--- src/rtl/res50_frame_sink.sv ---
`default_nettype none
// ============================================================================
//  Module   : res50_frame_sink
//  Purpose  : Receive side of the res50 frame scan. Tracks vsync/hsync/data
//             run strobes, rebuilds row/col/chn of each beat, writes beats to
//             the frame buffer port and flags protocol / length faults.
//  Revision : 1.0  initial release
// ============================================================================
module res50_frame_sink #(
    parameter int W_SIZE       = 8,
    parameter int W_FRAME_SIZE = 2*W_SIZE+3,
    parameter int W_DATA       = 16,
    parameter int W_ADDR       = W_FRAME_SIZE+W_SIZE
) (
    input  logic                    clk,
    input  logic                    rst,
    input  logic [W_SIZE-1:0]       q_width,
    input  logic [W_SIZE-1:0]       q_height,
    input  logic [W_SIZE-1:0]       q_channel,
    input  logic [W_SIZE-1:0]       q_step_x,
    input  logic [W_SIZE-1:0]       q_step_y,
    input  logic [W_FRAME_SIZE-1:0] q_frame_size,
    input  logic                    q_clear,
    input  logic                    i_vsync_run,
    input  logic                    i_hsync_run,
    input  logic                    i_data_run,
    input  logic [W_DATA-1:0]       i_data,
    output logic                    o_wr_en,
    output logic [W_ADDR-1:0]       o_wr_addr,
    output logic [W_DATA-1:0]       o_wr_data,
    output logic [W_SIZE-1:0]       o_row,
    output logic [W_SIZE-1:0]       o_col,
    output logic [W_SIZE-1:0]       o_chn,
    output logic [W_FRAME_SIZE-1:0] o_data_count,
    output logic                    o_line_done,
    output logic                    o_frame_done,
    output logic                    o_busy,
    output logic                    o_err_proto,
    output logic                    o_err_len
);

    typedef enum logic [1:0] {
        ST_IDLE  = 2'd0,
        ST_VSYNC = 2'd1,
        ST_HSYNC = 2'd2,
        ST_DATA  = 2'd3
    } state_t;

    localparam logic [W_SIZE-1:0] C_ONE = W_SIZE'(1);

    state_t                  state_q, state_d;
    logic [W_SIZE-1:0]       erow_q, erow_d;
    logic [W_SIZE-1:0]       ecol_q, ecol_d;
    logic [W_SIZE-1:0]       echn_q, echn_d;
    logic [W_ADDR-1:0]       addr_q, addr_d;
    logic [W_FRAME_SIZE-1:0] cnt_q, cnt_d;

    logic                    wr_en_q, wr_en_d;
    logic [W_ADDR-1:0]       wr_addr_q, wr_addr_d;
    logic [W_DATA-1:0]       wr_data_q, wr_data_d;
    logic [W_SIZE-1:0]       row_q, row_d;
    logic [W_SIZE-1:0]       col_q, col_d;
    logic [W_SIZE-1:0]       chn_q, chn_d;
    logic                    line_done_q, line_done_d;
    logic                    frame_done_q, frame_done_d;
    logic                    busy_q, busy_d;
    logic                    err_proto_q, err_proto_d;
    logic                    err_len_q, err_len_d;

    logic [W_SIZE-1:0]       col_last, row_last, chn_last;
    logic                    multi_run, ev, eh, ed;
    logic                    is_chn_last, is_col_last, is_eol, is_eof;
    logic                    accept, clear_pos, proto_fault, len_fault;

    assign col_last = q_width - q_step_x;
    assign row_last = q_height - q_step_y;
    assign chn_last = q_channel - C_ONE;

    // Simultaneous strobes are a fault; the highest-priority one is still honoured.
    assign multi_run = (i_vsync_run & i_hsync_run) | (i_vsync_run & i_data_run)
                     | (i_hsync_run & i_data_run);
    assign ev = i_vsync_run;
    assign eh = i_hsync_run & ~i_vsync_run;
    assign ed = i_data_run & ~i_vsync_run & ~i_hsync_run;

    assign is_chn_last = (echn_q == chn_last);
    assign is_col_last = (ecol_q == col_last);
    assign is_eol      = is_chn_last & is_col_last;
    assign is_eof      = is_eol & (erow_q == row_last);

    always_comb begin
        state_d      = state_q;
        erow_d       = erow_q;
        ecol_d       = ecol_q;
        echn_d       = echn_q;
        addr_d       = addr_q;
        cnt_d        = cnt_q;
        wr_en_d      = 1'b0;
        wr_addr_d    = wr_addr_q;
        wr_data_d    = wr_data_q;
        row_d        = row_q;
        col_d        = col_q;
        chn_d        = chn_q;
        line_done_d  = 1'b0;
        frame_done_d = 1'b0;
        accept       = 1'b0;
        clear_pos    = 1'b0;
        proto_fault  = multi_run;
        len_fault    = 1'b0;

        case (state_q)
            ST_IDLE: begin
                if (ev) begin
                    state_d   = ST_VSYNC;
                    clear_pos = 1'b1;
                end else if (ed) begin
                    proto_fault = 1'b1;
                end
            end
            ST_VSYNC: begin
                if (ev) begin
                    clear_pos = 1'b1;
                end else if (eh) begin
                    state_d = ST_HSYNC;
                end else if (ed) begin
                    proto_fault = 1'b1;
                end
            end
            ST_HSYNC: begin
                if (ev) begin
                    proto_fault = 1'b1;
                    state_d     = ST_VSYNC;
                    clear_pos   = 1'b1;
                end else if (ed) begin
                    accept = 1'b1;
                end
            end
            ST_DATA: begin
                if (ev) begin
                    proto_fault = 1'b1;
                    state_d     = ST_VSYNC;
                    clear_pos   = 1'b1;
                end else if (ed) begin
                    accept = 1'b1;
                end else begin
                    // Line cut short: keep position so the next line resumes here.
                    proto_fault = 1'b1;
                    state_d     = ST_HSYNC;
                end
            end
            default: state_d = ST_IDLE;
        endcase

        if (accept) begin
            wr_en_d      = 1'b1;
            wr_addr_d    = addr_q;
            wr_data_d    = i_data;
            row_d        = erow_q;
            col_d        = ecol_q;
            chn_d        = echn_q;
            line_done_d  = is_eol;
            frame_done_d = is_eof;
            addr_d       = addr_q + W_ADDR'(1);
            if (is_chn_last) begin
                cnt_d  = cnt_q + W_FRAME_SIZE'(1);
                echn_d = '0;
                if (is_col_last) begin
                    ecol_d = '0;
                    erow_d = erow_q + q_step_y;
                end else begin
                    ecol_d = ecol_q + q_step_x;
                end
            end else begin
                echn_d = echn_q + C_ONE;
            end
            if (is_eof) begin
                state_d   = ST_IDLE;
                len_fault = (cnt_d != q_frame_size);
            end else if (is_eol) begin
                state_d = ST_HSYNC;
            end else begin
                state_d = ST_DATA;
            end
        end

        if (clear_pos) begin
            erow_d = '0;
            ecol_d = '0;
            echn_d = '0;
            addr_d = '0;
            cnt_d  = '0;
        end

        // A fault in the same cycle as q_clear keeps the flag set.
        err_proto_d = proto_fault ? 1'b1 : (q_clear ? 1'b0 : err_proto_q);
        err_len_d   = len_fault   ? 1'b1 : (q_clear ? 1'b0 : err_len_q);
        busy_d      = (state_d != ST_IDLE);
    end

    always_ff @(posedge clk) begin
        if (rst) begin
            state_q      <= ST_IDLE;
            erow_q       <= '0;
            ecol_q       <= '0;
            echn_q       <= '0;
            addr_q       <= '0;
            cnt_q        <= '0;
            wr_en_q      <= 1'b0;
            wr_addr_q    <= '0;
            wr_data_q    <= '0;
            row_q        <= '0;
            col_q        <= '0;
            chn_q        <= '0;
            line_done_q  <= 1'b0;
            frame_done_q <= 1'b0;
            busy_q       <= 1'b0;
            err_proto_q  <= 1'b0;
            err_len_q    <= 1'b0;
        end else begin
            state_q      <= state_d;
            erow_q       <= erow_d;
            ecol_q       <= ecol_d;
            echn_q       <= echn_d;
            addr_q       <= addr_d;
            cnt_q        <= cnt_d;
            wr_en_q      <= wr_en_d;
            wr_addr_q    <= wr_addr_d;
            wr_data_q    <= wr_data_d;
            row_q        <= row_d;
            col_q        <= col_d;
            chn_q        <= chn_d;
            line_done_q  <= line_done_d;
            frame_done_q <= frame_done_d;
            busy_q       <= busy_d;
            err_proto_q  <= err_proto_d;
            err_len_q    <= err_len_d;
        end
    end

    assign o_wr_en      = wr_en_q;
    assign o_wr_addr    = wr_addr_q;
    assign o_wr_data    = wr_data_q;
    assign o_row        = row_q;
    assign o_col        = col_q;
    assign o_chn        = chn_q;
    assign o_data_count = cnt_q;
    assign o_line_done  = line_done_q;
    assign o_frame_done = frame_done_q;
    assign o_busy       = busy_q;
    assign o_err_proto  = err_proto_q;
    assign o_err_len    = err_len_q;

endmodule
`default_nettype wire

--- config.mk ---
export PLATFORM = sky130hd
export DESIGN_NAME = res50_frame_sink
export DESIGN_NICKNAME = d
export VERILOG_FILES = /design/src/rtl/res50_frame_sink.sv
export SDC_FILE = /design/constraint.sdc
export NUM_CORES = 1
export LEC_CHECK = 0
export BUFFER_PORTS_ARGS = -buffer_cell sky130_fd_sc_hd__buf_2
export CORE_ASPECT_RATIO = 1.5
export CORE_MARGIN = 2
export CORE_UTILIZATION = 40
export CTS_BUF_LIST = sky130_fd_sc_hd__clkbuf_2 sky130_fd_sc_hd__clkbuf_4 sky130_fd_sc_hd__clkbuf_8
export DETAILED_ROUTE_END_ITERATION = 7
export SYNTH_ARGS = -nofsm -noshare
export SYNTH_HDL_FRONTEND = slang
export SYNTH_SLANG_ARGS = --single-unit
--- constraint.sdc ---
create_clock -name clk -period 3.57 [get_ports clk]
set_input_delay 0.1785 -clock clk [delete_from_list [all_inputs] [get_ports clk]]
set_output_delay 0.1785 -clock clk [all_outputs]
set_load 0.005 [all_outputs]
==> summary.txt, run 1 <==
Placed design
  • RePlAce Congestion: 0.885
  • IO buf count: around 170
  • DP Area: approximately 8800 um^2
  • Post-DP HPWL: 14800 um

Worst setup path
  • Crit path kind: flip-flop to flip-flop
  • Crit. End Element: flip-flop
  • Worst EP required: 3890 ps
  • CP max FO: 8
  • Crit start category: flip-flop
  • Arr. time, crit path: between 3000 and 4000 ps

Floorplanning
  • Die X: 117 um
  • I/O pin cnt: roughly 170
  • Standard-cell rows: 62
  • Core area: 19000 um^2
  • Die Height: around 170 um
  • Die Area: approximately 20000 um^2
  • Initial Utilization: around two fifths

Run
  • Max-Cap Viols: 0

STA
  • Final Slew Violations: 0
  • Worst rel slew slack: about 45%
  • RSZ-0062 raised after global routing: false
  • Final Critical Period: between 3000 and 4000 ps
  • Setup TNS: 0 ps
  • # setup viols final: 0
  • Fmax achieved: between 0.3 and 0.4 GHz
  • Worst Hold Slack: ~85 ps
  • Hold Vio Cnt, Final: 0
  • Worst slew pin tran: a little over 800 ps
  • Clock skew: roughly 9 ps
  • Final period util: 90.1%

Synth
  • Area leader, netlist: dfxtp_1
  • Asr flop ratio synth: 0%
  • Synth top area share: between 30% and 40%
  • Number of synthesized flops with an enable pin: 0
  • Primary FF master, synth: dfxtp_1
  • Net count of the mapped netlist: between 1000 and 1500
  • Syn Area/Cell: about 8.1 um^2
  • Mapped Cells: between 900 and 1000
  • Unique masters post-synth: 67
  • Register bit total from synthesis: ~150
  • Yosys warns: 0
  • Mapped Area: between 7000 and 8000 um^2
  • Seq/Total Area, Yosys: 37.6%
  • Synth area leaders: dfxtp_1 38%, nand2_1 9.1%, a21oi_1 6.6%, xnor2_1 6.2%, xor2_1 5.9%

Pwr
  • Tot Pwr: 0.00327 W
  • PwrDens: 349 nW/um^2
  • VDD IR-drop max: around 250 uV
  • Leak: 3.84 nW

Detailed routing
  • Via Count: around 7200
  • DRC: 0
  • Antenna Violating Nets Remaining: 0
  • Avg WL per Cell: roughly 15 um
  • Total wire length: slightly above 20000 um
  • DRT iter0 DRCs: around 360
  • Via/cell ratio: 5.12
  • Pre-Repair DR Iteration Count: 5

Clock network
  • CTS sink count: between 100 and 150
  • CTS tree: yes
  • Hold Buf Count CTS: 17
  • Post-CTS sizing: 0
  • Clock tree root buffer cell: clkbuf_8
  • Post CTS Setup Buffer Count: 0
  • Worst-Skew Late Latency: approximately 460 ps
  • CTS max path bufs: 2
  • Clock edge transition at the registers on the reported setup and hold paths: 80 ps
  • CTS buffer count: 17
  • H-tree Lvls: 4

Finish
  • Layout cells sized above 1: slightly below 20%
  • Finished Cell Area: 9370 um^2
  • Nets: approximately 1300
  • Area grow syn2layout: 21.4%
  • Fin util: between 40% and 50%
  • # diodes: 0

Min path
  • Tightest Hold Check Type: input port to flip-flop

Global route
  • GR Util All Layers: 20.5%
  • GRT Residual Overflow: 0
  • Initial antenna violation count: 0
  • Largest net degree at the start of global routing: 77
  • First-pass GRT wire length: between 30000 and 40000 um
  • Vias in the first global route: 6988

Status
  • Outcome: completed
-- state kept, by name, summed over array words and instances (netlist names), 8 cells and up --
name and count:
addr_q 27, echn_q 8, ecol_q 8, erow_q 8, o_chn 8, o_col 8
o_data_count 19, o_row 8, o_wr_addr 27, o_wr_data 16
-- where the power goes --
part	internal (W)	switching, W
Combinational	0.000145	0.000176
Clock	0.000668	0.000657
Sequential	0.00162	0.00000209
-- cell usage in the layout, fill, tap and decap left out, types with 5 or more instances in the layout --
| cell type | instances |
|---|---|
| a21o_1 | 5 |
| a21oi_1 | 102 |
| and3_1 | 11 |
| buf_2 | 172 |
| buf_4 | 8 |
| clkbuf_8 | 18 |
| dfxtp_1 | 145 |
| dlygate4sd3_1 | 17 |
| ha_1 | 32 |
| inv_1 | 36 |
| mux2i_1 | 11 |
| nand2_1 | 187 |
| nand2b_1 | 10 |
| nand3_1 | 32 |
| nand4_1 | 18 |
| nor2_1 | 74 |
| nor2b_1 | 7 |
| nor3_1 | 17 |
| nor4_1 | 6 |
| o211ai_1 | 5 |
| o21ai_0 | 27 |
| or3_1 | 15 |
| or4_1 | 5 |
| xnor2_1 | 55 |
| xor2_1 | 52 |
-- per-stage QoR --
| step | instances | setup slack (ps) |
|---|---|---|
| global placement | 1355 | 225 |
| finish | 1404 | 352 |
| CTS | 1404 | 358 |
| detailed placement | 1355 | 304 |
| floorplan | 959 | 1040 |
| global route | 1404 | 20.4 |
-- path summary, 6_finish.rpt --
path,startpoint,to,slack (ps),depth (start not counted)
worst min-delay path,i_hsync_run,state_q[1],80,3
worst max register to register,echn_q[2],o_err_len,350,8
worst min register to register,o_wr_addr[6],o_wr_addr[6],450,2
worst max-delay path,echn_q[2],o_err_len,350,8
-- layout make-up --
class,instances,area (um^2)
Fill cell,1931,9630
Multi-Input combinational cell,738,4520
Sequential cell,145,2900
Timing Repair Buffer,197,1090
Tap cell,256,320
Clock buffer,21,270
Inverter,36,135
Clock inverter,11,129
-- cell families (layout without fill, tap and decap cells) --
logic type / count (synthesis) / after routing / synth area share, %
xor gates and xnor gates: 109 / 109 / 12.6
and+or+nand+nor: 402 / 402 / 24.1
DFF: 145 / 145 / 37.6
adders and majority gates: 36 / 36 / 6.22
muxes: 11 / 11 / 1.43
AOI/OAI and AO/OA: 180 / 180 / 14.2
buffers and inverters: 76 / 265 / 3.81
-- synthesized netlist by cell type (all sizes together), types with 10 or more instances --
master and instances:
or3 15, a21oi 102, dfxtp 145, xnor2 56, clkbuf 34, and3 11, inv 36, nand2 187
xor2 52, nor2 74, nand3 32, nor3 18, nand2b 10, o21ai 28, ha 32, nand4 18
mux2i 11
-- layer usage --
metal / vias up / routed length (um) / global-route usage [%]
li1: 3627 / - / -
met2: 188 / 10300 / 35.7
met1: 3331 / 8680 / 23.7
met3: 49 / 999 / 4.99
met4: 0 / 680 / 9.24
met5: - / 0 / 0
-- critical path, stage by stage (launching register included) --
cell and delay, ps:
dfxtp_1 520, nand4bb_1 140, a211o_1 350, a211oi_4 400, nand3_1 350, nor4b_1 380, o211ai_1 150, a2111oi_0 620
a211oi_1 160
Note: power is estimated with default switching activity, not from simulation.
==> run 2: changes to the inputs <==
CORE_UTILIZATION = 56   (was 40)
PLACE_DENSITY = 0.82   (was unset)
==> summary.txt, run 2 (synthesis results as in run 1) <==
Status
  • Outcome: completed (unchanged)

Clock network
  • Post CTS Setup Buffer Count: 0 (unchanged)
  • CTS buffer count: 17 (unchanged)
  • CTS tree: yes (unchanged)
  • Clock edge transition at the registers on the reported setup and hold paths: 80 ps (about the same)
  • CTS max path bufs: 2 (unchanged)
  • H-tree Lvls: 4 (unchanged)
  • Clock tree root buffer cell: clkbuf_8 (unchanged)
  • Worst-Skew Late Latency: 450 ps (was 460 ps)
  • CTS sink count: 145 (unchanged)

STA
  • Clock skew: 12.7 ps (was 9.25 ps)
  • Worst Hold Slack: 39.9 ps (was 84.7 ps)
  • # setup viols final: 0 (unchanged)
  • Final period util: 87.5% (was 90.1%)
  • Worst slew pin tran: 882 ps (was 814 ps)
  • Final Critical Period: 3120 ps (was 3220 ps)
  • RSZ-0062 raised after global routing: false (unchanged)
  • Worst rel slew slack: 40.6% (was 45.3%)
  • Fmax achieved: 0.320 GHz (was 0.311 GHz)
  • Setup TNS: 0 ps (unchanged)
  • Hold Vio Cnt, Final: 0 (unchanged)
  • Final Slew Violations: 0 (unchanged)

Worst setup path
  • Crit start category: flip-flop (unchanged)
  • Cells along the critical path: nand4bb_1, a211o_1, a211oi_4, nand3_1, nor4b_1, o211ai_1, a2111oi_1, a211oi_1 (was nand4bb_1, a211o_1, a211oi_4, nand3_1, nor4b_1, o211ai_1, a2111oi_0, a211oi_1)
  • Worst EP required: 3880 ps (was 3890 ps)
  • Buffers & Inverters on Critical Path: 0 (unchanged)
  • CP max FO: 8 (unchanged)
  • Crit path kind: flip-flop to flip-flop (unchanged)
  • Crit. End Element: flip-flop (unchanged)
  • CP top delay family: compound AO/OA/AOI/OAI gates (unchanged)
  • Max incr delay on CP: 590 ps (was 620 ps)
  • Slowest cell on the critical path: a2111oi_1 (was a2111oi_0)
  • Arr. time, crit path: 3440 ps (was 3540 ps)

Floorplanning
  • Core area: 13500 um^2 (was 19000 um^2)
  • Die X: 99.9 um (was 117 um)
  • Die Area: 14800 um^2 (was 20500 um^2)
  • I/O pin cnt: 173 (unchanged)
  • Standard-cell rows: 52 (was 62)
  • Die Height: 148 um (was 174 um)
  • Initial Utilization: 57.3% (was 40.6%)

Global route
  • GR Util All Layers: 27.3% (was 20.5%)
  • First-pass GRT wire length: 32700 um (was 34000 um)
  • Initial antenna violation count: 1 (was 0)
  • Largest net degree at the start of global routing: 77 (unchanged)
  • GRT Residual Overflow: 0 (unchanged)
  • Vias in the first global route: 6960 (was 6988)

Finish
  • Most frequent cells in the layout: 187 x nand2_1, 172 x buf_2, 145 x dfxtp_1, 102 x a21oi_1, 74 x nor2_1 (unchanged)
  • # diodes: 0 (unchanged)
  • Fill count: 1159 (was 1931)
  • Final Non-Filler Cells: 1310 (was 1404)
  • Commonest non-fill, non-tap cell in the layout: nand2_1 (unchanged)
  • Area grow syn2layout: 20.0% (was 21.4%)
  • Finished Cell Area: 9260 um^2 (was 9370 um^2)
  • Register Area: 2900 um^2 (unchanged)
  • Area occupied by multi-input gates: 4530 um^2 (was 4520 um^2)
  • Nets: 1252 (unchanged)
  • Layout cells sized above 1: 19.7% (was 19.6%)

Pwr
  • Combinational power share: 9.9% (was 9.8%)
  • Clock share of power: 40.3% (was 40.6%)
  • Switching share of power: 27.2% (was 25.6%)
  • Internal: 0.00237 W (was 0.00243 W)
  • PwrDens: 351 nW/um^2 (was 349 nW/um^2)
  • VDD IR-drop max: 203 uV (was 251 uV)
  • Leak: 3.84 nW (about the same)
  • Register share of total power: 49.8% (was 49.6%)
  • Switching pwr: 0.000886 W (was 0.000836 W)
  • Tot Pwr: 0.00325 W (was 0.00327 W)

Placed design
  • RePlAce Congestion: 0.962 (was 0.885)
  • Placed insts: 1262 (was 1355)
  • Post-DP HPWL: 14300 um (was 14800 um)
  • DP Area: 8690 um^2 (was 8800 um^2)
  • IO buf count: 172 (unchanged)

Detailed routing
  • DRT iter0 DRCs: 286 (was 355)
  • Via/cell ratio: 5.60 (was 5.12)
  • Avg WL per Cell: 15.2 um (was 14.7 um)
  • DRC: 0 (unchanged)
  • Pre-Repair DR Iteration Count: 5 (unchanged)
  • Total wire length: 19900 um (was 20700 um)
  • Antenna Violating Nets Remaining: 0 (unchanged)
  • Via Count: 7330 (was 7195)

Run
  • Max-Cap Viols: 0 (unchanged)

Min path
  • Tightest Hold Check Type: input port to flip-flop (unchanged)
## run 2: cell types whose count changed in the layout (fill, tap and decap cells not counted), sizes merged
cell         before  now
clkinv            4    3
buf             180  181
clkbuf           21   18
dlygate4sd3      17   16
bufinv            2    1
inv              39   44
## run 2: layout make-up
class	instances	share of cell area, %
Clock buffer	18	2.67
Multi-Input combinational cell	738	48.9
Inverter	36	1.46
Tap cell	162	2.19
Sequential cell	145	31.3
Timing Repair Buffer	197	11.8
Clock inverter	14	1.74
## run 2: timing repair
| item | CTS | global route |
|---|---|---|
| hold buffers | 16 | 0 |
| setup endpoints to repair | 0 | 1 |
| resized for setup | 0 | 1 |
| hold endpoints to repair | 16 | 0 |
## run 2: final timing paths
check                 endpoint  slack (ps)    startpoint  depth (start not counted)
setup reg to reg     o_err_len         450     echn_q[2]                          8
hold reg to reg   o_wr_addr[4]         450  o_wr_addr[4]                          2
hold / removal     o_err_proto          40       q_clear                          3
setup / recovery     o_err_len         450     echn_q[2]                          8
## run 2: power by group through the flow
stage               clock [W]  combinational [W]  sequential [W]
finish                0.00131           0.000322         0.00162
global route          0.00140           0.000358         0.00162
CTS                   0.00133           0.000320         0.00162
detailed placement          0           0.000304         0.00166
global placement            0           0.000297         0.00166
floorplan                   0           0.000201         0.00166
## run 2: routing by layer
layer / vias up / share of wire [%] / global-route usage (%)
met5: - / 0 / 0
met4: 0 / 2.7 / 10.5
met3: 47 / 4.9 / 5.58
met2: 207 / 53 / 49.4
met1: 3445 / 39 / 31.1
li1: 3631 / - / -
## run 2: worst register-to-register path: cells and delay by family, from the launching register on
family,cells,cell delay (ps)
DFF,1,510
AOI/OAI and AO/OA,5,1590
and+or+nand+nor,3,900
## run 2: through the flow
| stage | setup WS (ps) | util [%] |
|---|---|---|
| after floorplan | 1040 | - |
| after CTS | 459 | 68.8 |
| after global placement | 407 | 64.5 |
| after global routing | 141 | 68.8 |
| final | 447 | 68.8 |
| after detailed placement | 387 | 64.5 |
